`config.mk`:
```
export PLATFORM = sky130hd
export DESIGN_NAME = inst_fetch
export DESIGN_NICKNAME = d
export VERILOG_FILES = /design/src/rtl/inst_fetch_pkg.sv /design/src/rtl/inst_fetch.sv
export SDC_FILE = /design/constraint.sdc
export NUM_CORES = 1
export LEC_CHECK = 0
export ABC_AREA = 0
export CAP_MARGIN = 20
export CORE_MARGIN = 2
export CORE_UTILIZATION = 44
export DETAILED_ROUTE_END_ITERATION = 10
export PLACE_DENSITY = 0.77
export REMOVE_ABC_BUFFERS = 1
export SYNTH_ARGS = -nofsm -noshare
export SYNTH_HDL_FRONTEND = slang
export SYNTH_SLANG_ARGS = --single-unit
```
`constraint.sdc`:
```
create_clock -name clk -period 3.9 [get_ports clk]
set_input_delay 0.585 -clock clk [delete_from_list [all_inputs] [get_ports clk]]
set_output_delay 0.585 -clock clk [all_outputs]
set_load 0.02 [all_outputs]
```
`src/rtl/inst_fetch_pkg.sv`:
```
// Shared constants and state encoding for the byte-serial instruction fetch unit.
// Every file of the fetch slice imports this package, so these names are defined once.
package inst_fetch_pkg;

    localparam int INST_ADDR_W = 32;
    localparam int INST_W      = 32;

    localparam logic [INST_W-1:0] ZERO_WORD = '0;
    localparam logic              ENABLE    = 1'b1;
    localparam logic              BRANCH    = 1'b1;
    localparam logic              NO_STOP   = 1'b0;

    // BYTEk is encoded as k so the low two bits double as the byte offset.
    typedef enum logic [2:0] {
        BYTE0 = 3'd0,
        BYTE1 = 3'd1,
        BYTE2 = 3'd2,
        BYTE3 = 3'd3,
        HOLD  = 3'd4
    } fetch_state_t;

    function automatic logic [INST_ADDR_W-1:0] word_align(input logic [INST_ADDR_W-1:0] addr);
        return addr & ~32'h3;
    endfunction

endpackage

```
`src/rtl/inst_fetch.sv`:
```
// Instruction fetch over a byte-wide memory port: four byte reads assemble one
// little-endian word, which is held for the IF/ID register until it is consumed.
module inst_fetch
    import inst_fetch_pkg::*;
(
    input  logic                   clk,
    input  logic                   rst,
    input  logic                   stall_i,
    input  logic                   branch_flag_i,
    input  logic [INST_ADDR_W-1:0] branch_target_i,
    output logic                   mem_req_o,
    output logic [INST_ADDR_W-1:0] mem_addr_o,
    input  logic                   mem_ack_i,
    input  logic [7:0]             mem_rdata_i,
    output logic [INST_ADDR_W-1:0] if_pc_o,
    output logic [INST_W-1:0]      if_inst_o,
    output logic                   if_valid_o,
    output logic                   stallreq_o
);

    fetch_state_t           state;
    fetch_state_t           state_next;
    logic [INST_ADDR_W-1:0] pc;
    logic [23:0]            byte_buf;
    logic                   ack;
    logic                   consume;

    // A redirect swallows any ack in the same cycle.
    assign ack     = (mem_ack_i == ENABLE) && (branch_flag_i != BRANCH);
    assign consume = (state == HOLD) && (stall_i == NO_STOP);

    // NOTE: sequential state uses non-blocking assignments so every register
    // samples the pre-edge values of its neighbours.
    always_ff @(posedge clk or posedge rst) begin
        if (rst) begin
            state <= BYTE0;
        end else begin
            state <= state_next;
        end
    end

    // NOTE: state_next gets a default before the case so no path leaves it
    // unassigned, which would otherwise infer a latch.
    always_comb begin
        state_next = state;
        if (branch_flag_i == BRANCH) begin
            state_next = BYTE0;
        end else begin
            case (state)
                BYTE0:   if (ack) state_next = BYTE1;
                BYTE1:   if (ack) state_next = BYTE2;
                BYTE2:   if (ack) state_next = BYTE3;
                BYTE3:   if (ack) state_next = HOLD;
                HOLD:    if (consume) state_next = BYTE0;
                default: state_next = BYTE0;
            endcase
        end
    end

    always_comb begin
        mem_req_o  = 1'b0;
        mem_addr_o = ZERO_WORD;
        stallreq_o = 1'b0;
        if (state != HOLD) begin
            mem_req_o  = 1'b1;
            mem_addr_o = word_align(pc) + {30'd0, state[1:0]};
        end
        if (!rst) begin
            stallreq_o = !if_valid_o;
        end
    end

    // NOTE: the byte buffer is a handful of flops, not a memory array, so it
    // takes the asynchronous reset along with the rest of the datapath.
    always_ff @(posedge clk or posedge rst) begin
        if (rst) begin
            pc         <= ZERO_WORD;
            byte_buf   <= '0;
            if_pc_o    <= ZERO_WORD;
            if_inst_o  <= ZERO_WORD;
            if_valid_o <= 1'b0;
        end else if (branch_flag_i == BRANCH) begin
            pc         <= word_align(branch_target_i);
            byte_buf   <= '0;
            if_pc_o    <= ZERO_WORD;
            if_inst_o  <= ZERO_WORD;
            if_valid_o <= 1'b0;
        end else begin
            case (state)
                BYTE0: if (ack) byte_buf[7:0]   <= mem_rdata_i;
                BYTE1: if (ack) byte_buf[15:8]  <= mem_rdata_i;
                BYTE2: if (ack) byte_buf[23:16] <= mem_rdata_i;
                BYTE3: begin
                    if (ack) begin
                        if_inst_o  <= {mem_rdata_i, byte_buf};
                        if_pc_o    <= pc;
                        if_valid_o <= 1'b1;
                    end
                end
                HOLD: begin
                    // Bubble outputs go back to zero once the word is taken.
                    if (consume) begin
                        pc         <= pc + 32'd4;
                        if_pc_o    <= ZERO_WORD;
                        if_inst_o  <= ZERO_WORD;
                        if_valid_o <= 1'b0;
                    end
                end
                default: ;
            endcase
        end
    end

endmodule
```
==> summary.txt <==
Global route
  • Initial antenna violation count: 0
  • Met1 usage in global routing: between 20 and 30%
  • Vias in the first global route: 4,438
  • Wire length of the first global-routing pass: 23,000 um
  • Pin count of the biggest net entering global routing: 67
  • Met2 usage: 36.5%
  • GRT busiest layer: met2
  • Met3 Track Usage GR: 7.76%
  • GRT Util Overall: 22.7%
  • GRT overflow: 0

Clock tree
  • CTS Hold Bufs: 0
  • CTS tree: done
  • CTS Buffer Depth: 2
  • Post-CTS Resized: 0
  • Clock-pin slew on the worst setup and hold paths: 0.06 ns
  • Setup Fix Bufs, Post-CTS: 0
  • Clock latency at the later pin of the worst-skew pair: 0.41 ns
  • CTS Buf Count: 17
  • Htree depth: 4
  • Root Driver: clkbuf_16
  • Clock sinks: 121

STA
  • Final worst-path cycle share: 88.4%
  • Min Hold Slack: 0.488 ns
  • Rel. slew slack: 33.2%
  • Worst-Margin Slew: around 1 ns
  • Pins over their slew limit: 0
  • Final min period: between 3 and 4 ns
  • Max Fclk: 290 MHz
  • Setup Viol. Count Final: 0
  • Worst Skew: 0.00912 ns
  • RSZ-0062 raised after global routing: false
  • Endpoints failing hold: 0

Final layout
  • Diodes inserted: 0
  • Share of cells above drive strength 1: 7.42%
  • Util after Layout: 62.4%
  • Nets: around 650
  • Final Non-Filler Cells: 767
  • Synth-to-layout area growth: 39.8%

Synthesis
  • Area leader, netlist: dfrtp_1
  • Part of the Yosys area used for sequential elements: 56.9%
  • Most common cell in the netlist: dfrtp_1
  • Synth top area cells: dfrtp_1 (57%), a22o_1 (10%), and2_1 (3.5%)
  • Synth warnings: 0
  • Post-synth EDFFs: 0
  • Post-synth cell types: 36
  • Ys async rst share: 100%
  • Synth Cell Area: about 5300 um2
  • Area share of the largest cell type after synthesis: 56.9%
  • Register bit total from synthesis: 121
  • Post-synthesis cell count: 480
  • Syn_area_per_cell: 11.1 um2
  • Most instantiated cells after synthesis: dfrtp_1 (121), a22o_1 (62), nand2_1 (38)
  • Top_reg_cell synth: dfrtp_1

Floorplanning
  • Io pins: 144
  • CORE AREA: 11,900 um2
  • Die Ht: ~110 um
  • Num rows: 40
  • Die Wd: 114 um
  • Die area: between 10,000 and 15,000 um2
  • Initial Util: 44.7%

Setup path
  • Critical Path Source Type: register
  • CP arrival: 2.86 ns
  • Slowest CP cell: inv_1
  • Setup crit start: state[1]$_DFFE_PP0P_
  • Critical Path Max Stage Delay: about 0.63 ns
  • Critical Path RT: approximately 3.3 ns
  • Crit-path max FO: 28
  • Critical Setup Path Class: reg -> out
  • Reg2Reg Launch Point: state[1]$_DFFE_PP0P_
  • Crit. End Element: output port
  • Crit-path cells: nor2_1, and2_1, inv_1, and2_2, clkdlybuf4s50_1

Route
  • Vias per inst: ~5.7
  • First-pass detailed-route iteration total: 5
  • Residual DRC: 0
  • Post-Route WL: 14,200 um
  • Vias: 4,409
  • Post-DRT Antenna Nets: 0
  • DR iter-0 viols: 366
  • Wire length per cell: 18.5 um

Placed design
  • Inst Count DP: 735
  • Post-DP HPWL: between 9000 and 10,000 um
  • Routability congestion estimate: between 0.7 and 0.8
  • Port bufs: 141

Power
  • Leak Pwr: roughly 0.0031 uW
  • Power per cell area: slightly below 500 nW/um2
  • Peak VDD IR: between 0.0003 and 0.0004 V

Min path
  • Worst Hold Class: reg -> reg
  • HP Start: byte_buf[15]$_DFFE_PP0P_

Flow run
  • Max-cap violations: 0

Status
  • Outcome: finished clean
-- state kept, by name, indices dropped and copies added, names as in the netlist --
register	cells
if_inst_o	32
if_valid_o	1
state	3
if_pc_o	31
pc	30
byte_buf	24
-- report_power, final --
part | internal [uW] | switching [uW] | leakage [uW] | total (uW)
Combinational | 312 | 349 | 0.00127 | 661
Clock | 972 | 559 | 0.000276 | 1530
Sequential | 1350 | 94.1 | 0.00158 | 1440
Total | 2630 | 1000 | 0.00312 | 3640
-- placed cells by master, fill, tap and decap left out, types with 2 or more instances in the layout --
master / count
clkbuf_1: 2
and2_1: 30
dfrtp_1: 121
mux2_2: 2
a21oi_1: 8
inv_1: 6
and3_1: 2
buf_4: 5
a22o_1: 62
xor2_1: 5
nand2_1: 38
inv_6: 2
clkbuf_16: 17
clkbuf_8: 2
nand3_1: 16
o211ai_1: 6
clkinv_2: 2
and4_1: 3
nor3_1: 2
and3b_1: 2
mux2i_1: 17
bufinv_16: 2
xnor2_1: 5
nand4_1: 9
a31oi_1: 15
clkinvlp_4: 3
nor2_1: 37
o21ai_0: 7
o31ai_1: 15
or4_1: 22
clkdlybuf4s50_1: 140
-- final timing paths --
path | cells after the start | slack, ns | end
max in group asynchronous | 3 | 2.41 | if_inst_o[29]$_DFFE_PP0P_
worst max-delay path | 5 | 0.45 | mem_addr_o[11]
worst min-delay path | 1 | 0.49 | if_inst_o[15]$_DFFE_PP0P_
min in group asynchronous | 2 | 0.72 | if_pc_o[7]$_DFFE_PP0P_
worst max register to register | 6 | 1.13 | if_inst_o[14]$_DFFE_PP0P_
worst min register to register | 1 | 0.49 | if_inst_o[15]$_DFFE_PP0P_
-- layer usage --
metal	wire length [um]	vias up	part of all wire (%)
li1	-	2016	-
met1	6060	2212	43
met2	6870	171	48
met3	1110	10	7.8
met4	138	0	0.97
met5	0	-	0
-- critical path, delay by kind of cell (launching register included) --
kind | cells | cell delay [ns]
AND/OR/NAND/NOR | 3 | 0.67
flip-flops | 1 | 0.55
buffers and inverters | 2 | 1.22
-- area by class of cell --
cell class,instances,area (um2)
clock buffers,21,460
clock inverters,10,119
fillers,961,4470
inverters,7,28.8
multi-input cells,313,2130
flip-flops and latches,121,3030
well taps,147,184
repair buffers,148,1490
-- through the flow --
step           area, um2  TNS [ns]  total power (uW)  worst slack [ns]
5_1_grt             7440         0              3780             0.259
3_5_place_dp        6830         0              2120             0.606
4_1_cts             7410         0              3650             0.420
6_report            7440         0              3640             0.453
3_3_place_gp        6830         0              2100             0.705
2_1_floorplan       5160   -210.42              1780             -3.30
-- cell families (layout without fill, tap and decap cells) --
family | count (synthesis) | after routing | share of synthesized area (%)
flip-flops | 121 | 121 | 56.9
XOR/XNOR | 10 | 10 | 1.65
multiplexers | 19 | 19 | 3.62
buffers and inverters | 46 | 186 | 3.60
AND/OR/NAND/NOR | 167 | 167 | 17.2
adder cells (fa/ha/maj) | 1 | 1 | 0.235
AO/OA/AOI/OAI | 116 | 116 | 16.8
(Power assumes the default switching activity.)
